[config.mk]
export PLATFORM = sky130hd
export DESIGN_NAME = chunked_addsub
export DESIGN_NICKNAME = d
export VERILOG_FILES = /design/src/rtl/alu_pkg.sv /design/src/rtl/chunk_adder.sv /design/src/rtl/chunked_addsub.sv
export SDC_FILE = /design/constraint.sdc
export NUM_CORES = 1
export LEC_CHECK = 0
export CAP_MARGIN = 20
export CORE_UTILIZATION = 54
export DETAILED_ROUTE_END_ITERATION = 10
export GPL_TIMING_DRIVEN = 0
export PLACE_DENSITY = 0.91
export REMOVE_ABC_BUFFERS = 1
export SLEW_MARGIN = 0
export SYNTH_ARGS = -nofsm -noshare
export SYNTH_HDL_FRONTEND = slang
export SYNTH_SLANG_ARGS = --single-unit
[constraint.sdc]
create_clock -name clk -period 13.3 [get_ports clk]
set_input_delay 3.325 -clock clk [delete_from_list [all_inputs] [get_ports clk]]
set_output_delay 3.325 -clock clk [all_outputs]
set_load 0.02 [all_outputs]
[src/rtl/alu_pkg.sv]
// Shared types and constants for the chunked adder/subtractor datapath.
package alu_pkg;

  typedef enum logic [1:0] {
    IDLE = 2'd0,
    RUN  = 2'd1,
    DONE = 2'd2
  } state_e;

  localparam logic OP_ADD = 1'b0;
  localparam logic OP_SUB = 1'b1;

endpackage

[src/rtl/chunk_adder.sv]
// Combinational CHUNK-bit adder slice; also reports the carry into its MSB so
// the caller can form signed overflow on the final slice.
module chunk_adder #(
  parameter int CHUNK = 8
) (
  input  logic [CHUNK-1:0] a,
  input  logic [CHUNK-1:0] b,
  input  logic             ci,
  output logic [CHUNK-1:0] s,
  output logic             co,
  output logic             c_msb
);

  assign {co, s} = {1'b0, a} + {1'b0, b} + {{CHUNK{1'b0}}, ci};
  // The sum bit at the MSB is a ^ b ^ carry_in, so the carry in falls out by XOR.
  assign c_msb   = a[CHUNK-1] ^ b[CHUNK-1] ^ s[CHUNK-1];

endmodule

[src/rtl/chunked_addsub.sv]
// Multi-cycle adder/subtractor: one CHUNK-bit slice per clock, LSB first, with
// the inter-slice carry held in a register. Start/done handshake.
module chunked_addsub
  import alu_pkg::*;
#(
  parameter int WIDTH = 32,
  parameter int CHUNK = 8
) (
  input  logic             clk,
  input  logic             reset,
  input  logic             start,
  input  logic             op_sub,
  input  logic [WIDTH-1:0] a,
  input  logic [WIDTH-1:0] b,
  input  logic             cin,
  output logic             busy,
  output logic             done,
  output logic [WIDTH-1:0] sum,
  output logic             cout,
  output logic             ovf
);

  localparam int N  = WIDTH / CHUNK;
  localparam int CW = (N > 1) ? $clog2(N) : 1;
  localparam logic [CW-1:0] LAST_IDX = CW'(N - 1);

  if (CHUNK < 1 || (WIDTH % CHUNK) != 0) begin : g_bad_param
    $error("chunked_addsub: WIDTH must be a positive multiple of CHUNK");
  end

  state_e           state_q, state_d;
  logic [CW-1:0]    idx_q, idx_d;
  logic             carry_q, carry_d;
  logic [WIDTH-1:0] sum_q, sum_d;
  logic             cout_q, cout_d;
  logic             ovf_q, ovf_d;
  logic [WIDTH-1:0] a_q, a_d;
  logic [WIDTH-1:0] b_q, b_d;

  logic [CHUNK-1:0] s_chunk;
  logic             co, c_msb;

  chunk_adder #(.CHUNK(CHUNK)) u_chunk_adder (
    .a     (a_q[int'(idx_q)*CHUNK +: CHUNK]),
    .b     (b_q[int'(idx_q)*CHUNK +: CHUNK]),
    .ci    (carry_q),
    .s     (s_chunk),
    .co    (co),
    .c_msb (c_msb)
  );

  always_comb begin
    // NOTE: every combinational output gets a default first so no path can infer a latch.
    state_d = state_q;
    idx_d   = idx_q;
    carry_d = carry_q;
    sum_d   = sum_q;
    cout_d  = cout_q;
    ovf_d   = ovf_q;
    a_d     = a_q;
    b_d     = b_q;

    unique case (state_q)
      IDLE: begin
        if (start) begin
          // Subtraction is a + ~b + 1, so the borrow-in arrives inverted.
          a_d     = a;
          b_d     = (op_sub == OP_SUB) ? ~b : b;
          carry_d = (op_sub == OP_SUB) ? ~cin : cin;
          idx_d   = '0;
          state_d = RUN;
        end
      end
      RUN: begin
        sum_d[int'(idx_q)*CHUNK +: CHUNK] = s_chunk;
        carry_d = co;
        idx_d   = idx_q + 1'b1;
        if (idx_q == LAST_IDX) begin
          cout_d  = co;
          ovf_d   = c_msb ^ co;
          state_d = DONE;
        end
      end
      DONE:    state_d = IDLE;
      default: state_d = IDLE;
    endcase
  end

  // NOTE: sequential state uses non-blocking assignments so all registers update together.
  always_ff @(posedge clk) begin
    if (reset) begin
      state_q <= IDLE;
      idx_q   <= '0;
      carry_q <= 1'b0;
      sum_q   <= '0;
      cout_q  <= 1'b0;
      ovf_q   <= 1'b0;
    end else begin
      state_q <= state_d;
      idx_q   <= idx_d;
      carry_q <= carry_d;
      sum_q   <= sum_d;
      cout_q  <= cout_d;
      ovf_q   <= ovf_d;
    end
  end

  // NOTE: operand copies are not reset; they are always loaded by an accepted start before use.
  always_ff @(posedge clk) begin
    a_q <= a_d;
    b_q <= b_d;
  end

  assign busy = (state_q != IDLE);
  assign done = (state_q == DONE);
  assign sum  = sum_q;
  assign cout = cout_q;
  assign ovf  = ovf_q;

endmodule
Yosys cells after proc, flatten, opt, wreduce, memory -nomap -nowiden
Cells that the tools add are included.
{"block": "totals", "regBits": 103, "out_inout_bits": 36, "elab_cells": 43}
{"block": "op_classes", "n_addsub": 4, "eq_ne": 5, "n_shift": 4, "mux": 10, "bitwise": 5, "n_reduce_logical": 7}
{"cell": "32-bit by 6-bit variable part select with 8-bit output", "n": 2}
{"cell": "5-bit negation with 33-bit output", "n": 1}
{"cell": "8-bit by 33-bit variable shift with 32-bit output, first input constant", "n": 1}
{"cell": "8-bit by 33-bit variable part select with 32-bit output", "n": 1}
{"cell": "32-bit bitwise mux", "n": 1}
{"cell": "32-bit two-way mux", "n": 1}
{"cell": "32-bit NOT", "n": 1}
{"cell": "8-bit by 8-bit adder with 9-bit output", "n": 1}
{"cell": "9-bit by 1-bit adder with 9-bit output", "n": 1}
{"cell": "2-bit one-hot mux with 2 select lines", "n": 2}
{"cell": "2-bit AND reduction", "n": 4}
{"cell": "2-bit two-way mux", "n": 3}
{"cell": "2-bit == test, second input constant", "n": 2}
{"cell": "2-bit != test, second input constant", "n": 2}
{"cell": "2-bit nonzero test", "n": 2}
{"cell": "1-bit XOR", "n": 3}
{"cell": "2-bit by 1-bit adder with 2-bit output, second input constant", "n": 1}
{"cell": "2-bit by 1-bit == test with 1-bit output, second input constant", "n": 1}
{"cell": "2-bit logical NOT", "n": 1}
{"cell": "1-bit two-way mux", "n": 2}
{"cell": "1-bit one-hot mux with 2 select lines", "n": 1}
{"cell": "1-bit NOT", "n": 1}

Depth between registers and ports, before layout
{"block": "depth", "depth_word": 5, "depth_mapped": 10, "depth_no_buf": 8}

Hierarchy
A second synthesis with hierarchy kept.
{"block": "hier_totals", "cells_unflattened": 318, "area_unflattened_um2": 4524.3}
{"module": "chunked_addsub", "instances": 1, "cells_per_inst": 275, "area_per_inst_um2": 4160.2, "seq_area_each_um2": 2702.6}
{"module": "chunk_adder", "instances": 1, "cells_per_inst": 43, "area_per_inst_um2": 364.1, "seq_area_each_um2": 0.0}

Worst setup path before layout
Ideal clock, no wire load.
{"block": "synth_path", "kind": "input -> register", "startpoint": "input port start", "endpoint": "register carry_q", "setup_ns": 0.075, "t_arrival_ns": 6.490, "required_ns": 13.225, "slack_ns": 6.735, "stages": 4, "cell_sequence": "inv_1 -> nor2_1 -> a22oi_1 -> a21oi_1"}
{"block": "synth_between", "elab_chain_len": 2}
{"item": "start: declaration", "line": "chunked_addsub.sv:11", "rtl": "input logic start,"}
{"item": "2-bit != test (no source line)"}
{"item": "2-bit AND reduction (no source line)"}
{"item": "end signal: assignment", "line": "chunked_addsub.sv:101", "rtl": "carry_q <= carry_d;"}
{"item": "end: declaration", "line": "chunked_addsub.sv:33", "rtl": "logic carry_q, carry_d;"}
Every way passes these cells.
A chain may end at the register's enable or synchronous reset.

Worst setup path in the final report
{"block": "layout_path", "startpoint": "input port start", "endpoint": "register b_q[18] (enable)"}
{"block": "layout_between", "elab_chain_len": 1}
{"item": "2-bit AND reduction (no source line)"}
{"item": "end signal: assignment", "line": "chunked_addsub.sv:111", "rtl": "b_q <= b_d;"}
{"item": "end: declaration", "line": "chunked_addsub.sv:38", "rtl": "logic [WIDTH-1:0] b_q, b_d;"}
Every way passes these cells.

==> metrics.md <==
| Metric | Value |
|---|---|
| Part of the power in combinational logic | 0.180 |
| Die height | 93.1 µm |
| Quantity of hold-fixing buffers added after cts | 0 |
| Worst Setup Path Type | primary input to register |
| Max_cap viols | 0 |
| Number of global-route vias before repair | 2946 |
| Ys Warns | 0 |
| Power after layout | 0.666 mW |
| Area of the mapped netlist | 0.00448 mm² |
| Transition at the pin with the smallest max-transition slack | 1000 ps |
| Clock input transition at the sequential cells of the worst setup and hold paths | 100 ps |
| Top Ports | 105 |
| Post-synth EDFFs | 64 |
| CP Cell Sequence | clkdlybuf4s50_1 -> inv_1 -> nor2_4 -> buf_12 |
| Critical path destination | b_q[18] |
| Die X-Extent | 93.1 µm |
| Clk Tree Root Cell | sky130_fd_sc_hd__clkbuf_8 |
| Launching point of the worst reg2reg path | idx_q[0] |
| Relative contribution of sequential cells to total power | 0.551 |
| DRT antenna net count | 0 |
| Final number of max-transition violations | 0 |
| Setup TNS Final | 0 ps |
| Net switching power figure | 0.179 mW |
| Avg WL per Cell | 16.5 µm |
| Number of distinct library cell variants in the gate-level netlist after synthesis | 40 |
| Share of cells above drive strength 1 | 0.118 |
| Required time at the endpoint of the critical path | 13360 ps |
| Via Count | 2856 |
| Post-synth top area share | 0.429 |
| Number of core rows | 32 |
| Outcome | complete, no violations |
| Synthesized instance count | 307 |
| Diode count | 0 |
| CTS tree | yes |
| Crit path largest cell delay | 770 ps |
| Placeable core area | 0.00789 mm² |
| Core utilization of the finished layout | 0.736 |
| R2R setup slack | 9540 ps |
| Maximum number of pins on one net before global-route repair | 37 |
| GR Overflow Total | 0 |
| CTS HTree Levels | 3 |
| Area of the die | 0.00867 mm² |
| Crit path setup slack, layout | 8370 ps |
| Final number of setup-violating endpoints | 0 |
| Post-synth top cells | sky130_fd_sc_hd__edfxtp_1, sky130_fd_sc_hd__dfxtp_1, sky130_fd_sc_hd__xor2_1, sky130_fd_sc_hd__nor2_1, sky130_fd_sc_hd__a22oi_1 |
| Initial drt markers | 101 |
| Via density | 5.52 |
| Post-Route WL | 8.55 mm |
| Maximum fanout encountered on the critical timing path | 36 |
| Static Leakage | 2.04 nW |
| Most numerous cell in the Yosys netlist | sky130_fd_sc_hd__edfxtp_1 |
| Effective utilization at floorplan | 0.568 |
| Worst Hold Class | register to register |
| Max stage delay cell, worst path | sky130_fd_sc_hd__nor2_4 |
| Max clock buf depth | 2 |
| Sink Count | 103 |
| Min Clock Period, post-route | 4930 ps |
| Startpoint kind of the worst setup timing path | primary input |
| Total CTS buffers | 9 |
| Post-route clock period utilization | 0.370 |
| Avg Inst Size Synth | 14.6 µm² |
| Post-CTS setup buffers | 0 |
| Wire length of the first global-routing pass | 13.9 mm |
| Async set-reset flop share out of synthesis | 0 |
| Antenna violations before repair | 0 |
| Crit path DAT | 4990 ps |
| Net count, final | 494 |
| Critical path capture point type | register |
| Worst-case clock skew | 12.7 ps |
| Worst setup path start | start |
| Worst-case reg-to-reg path depth | 8 |
| Total routing resource utilization after global routing | 0.210 |
| Primary flip-flop cell chosen by synthesis mapping | sky130_fd_sc_hd__edfxtp_1 |
| Sw Share | 0.269 |
| Cell types with the largest area share after synthesis | sky130_fd_sc_hd__edfxtp_1, sky130_fd_sc_hd__dfxtp_1, sky130_fd_sc_hd__mux4_2 |
| Hold Vio Cnt, Final | 0 |
| Share of total power in the clock network | 0.269 |
| Pwr dens | 115 mW/mm² |
| Latest clock arrival within the worst-skew pair | 360 ps |
| Final weighted congestion in routability-driven placement | 0.809 |
| Detailed placer's ending HPWL | 6.31 mm |
| Router iterations before antenna repair | 4 |
| Endpoint of the worst-slack reg-to-reg timing path | ovf |
| Worst slew margin relative to its limit | 0.330 |
| Number of remaining DRC errors | 0 |
| Dominant cell type by area after synthesis | sky130_fd_sc_hd__edfxtp_1 |
| Layout area overhead | 29.4% |
| Peak supply drop | 0.0626 mV |
| RSZ-0062 raised after global routing | false |
| Worst hold slack | 491 ps |
| Number of storage elements in the synthesis netlist | 103 |
| Count of cells resized by post-cts repair | 0 |
| Achievable clock frequency | 0.203 GHz |
| Fraction of the yosys area taken by sequential cells | 0.603 |
| Internal Pwr Total | 0.487 mW |
| Total of buffers placed on input and output ports | 104 |
| Setup WS pre-CTS | 7970 ps |
| Worst hold start | sum[31] |
[cell usage in the layout (no fill, tap or decap), drive strengths merged]
cell type and count:
clkbuf 9, and2b 1, nor2b 1, nor2 33
o21a 1, a2111oi 1, buf 3, o211ai 3
nand2b 5, fa 2, edfxtp 64, nor3b 1
o21bai 1, a22oi 30, mux4 16, dfxtp 39
nor3 1, a21oi 8, xor2 37, a211oi 2
clkdlybuf4s50 103, a21o 2, nor4b 3, mux2i 2
nor4 1, inv 7, clkinv 4, nand2 6
or2 1, o21ai 6, a311oi 2, nand3b 4
xnor2 3, ha 13
[critical path: cells and delay by family]
| kind | cells | cell delay [ps] |
|---|---|---|
| buffers and inverters | 3 | 870 |
| and+or+nand+nor | 1 | 770 |
[power by group through the flow]
stage | clock network [mW] | logic (mW) | registers (mW)
4_1_cts | 0.181 | 0.120 | 0.367
5_1_grt | 0.193 | 0.129 | 0.369
6_report | 0.179 | 0.120 | 0.367
3_3_place_gp | 0 | 0.114 | 0.374
3_5_place_dp | 0 | 0.120 | 0.375
2_1_floorplan | 0 | 0.0684 | 0.375
[metal layers]
metal	track usage	part of all wire
met1	0.264	0.42
met2	0.358	0.50
met3	0.0366	0.058
met4	0.0923	0.021
met5	0	0
[layout make-up]
type | instances | area, µm²
Timing Repair Buffer | 106 | 1070
Inverter | 4 | 15.0
Clock buffer | 9 | 124
Tap cell | 102 | 128
Sequential cell | 103 | 2700
Fill cell | 506 | 2080
Multi-Input combinational cell | 186 | 1710
Clock inverter | 7 | 53.8
[logic make-up (layout without fill, tap and decap cells)]
family,after synthesis,after routing,share of synthesized area
mux,18,18,0.0848
compound gates,56,56,0.0941
xor+xnor,40,40,0.0781
simple gates,57,57,0.0770
flops,103,103,0.603
buf+inv,18,126,0.0179
fa+ha+maj,15,15,0.0452
[how the worst min path moves through the flow]
| stage | endpoint | cells after the start |
|---|---|---|
| CTS | state_q[0] | 1 |
| detailed placement | sum[31] | 2 |
| floorplan | state_q[0] | 1 |
| global route | sum[31] | 2 |
| finish | sum[31] | 2 |
| global placement | state_q[0] | 1 |
[state kept, by name, indices dropped and copies added (netlist names)]
name and count:
a_q 32, b_q 32, carry_q 1, cout 1, idx_q 2, ovf 1
state_q 2, sum 32
[metrics by stage]
| step | instance area [µm²] | instances |
|---|---|---|
| 6_report | 5800 | 517 |
| 5_1_grt | 5800 | 517 |
| 4_1_cts | 5800 | 517 |
| 3_5_place_dp | 5630 | 501 |
| 3_3_place_gp | 5590 | 499 |
| 2_1_floorplan | 4420 | 293 |
Power figures use the tool's default switching activity.
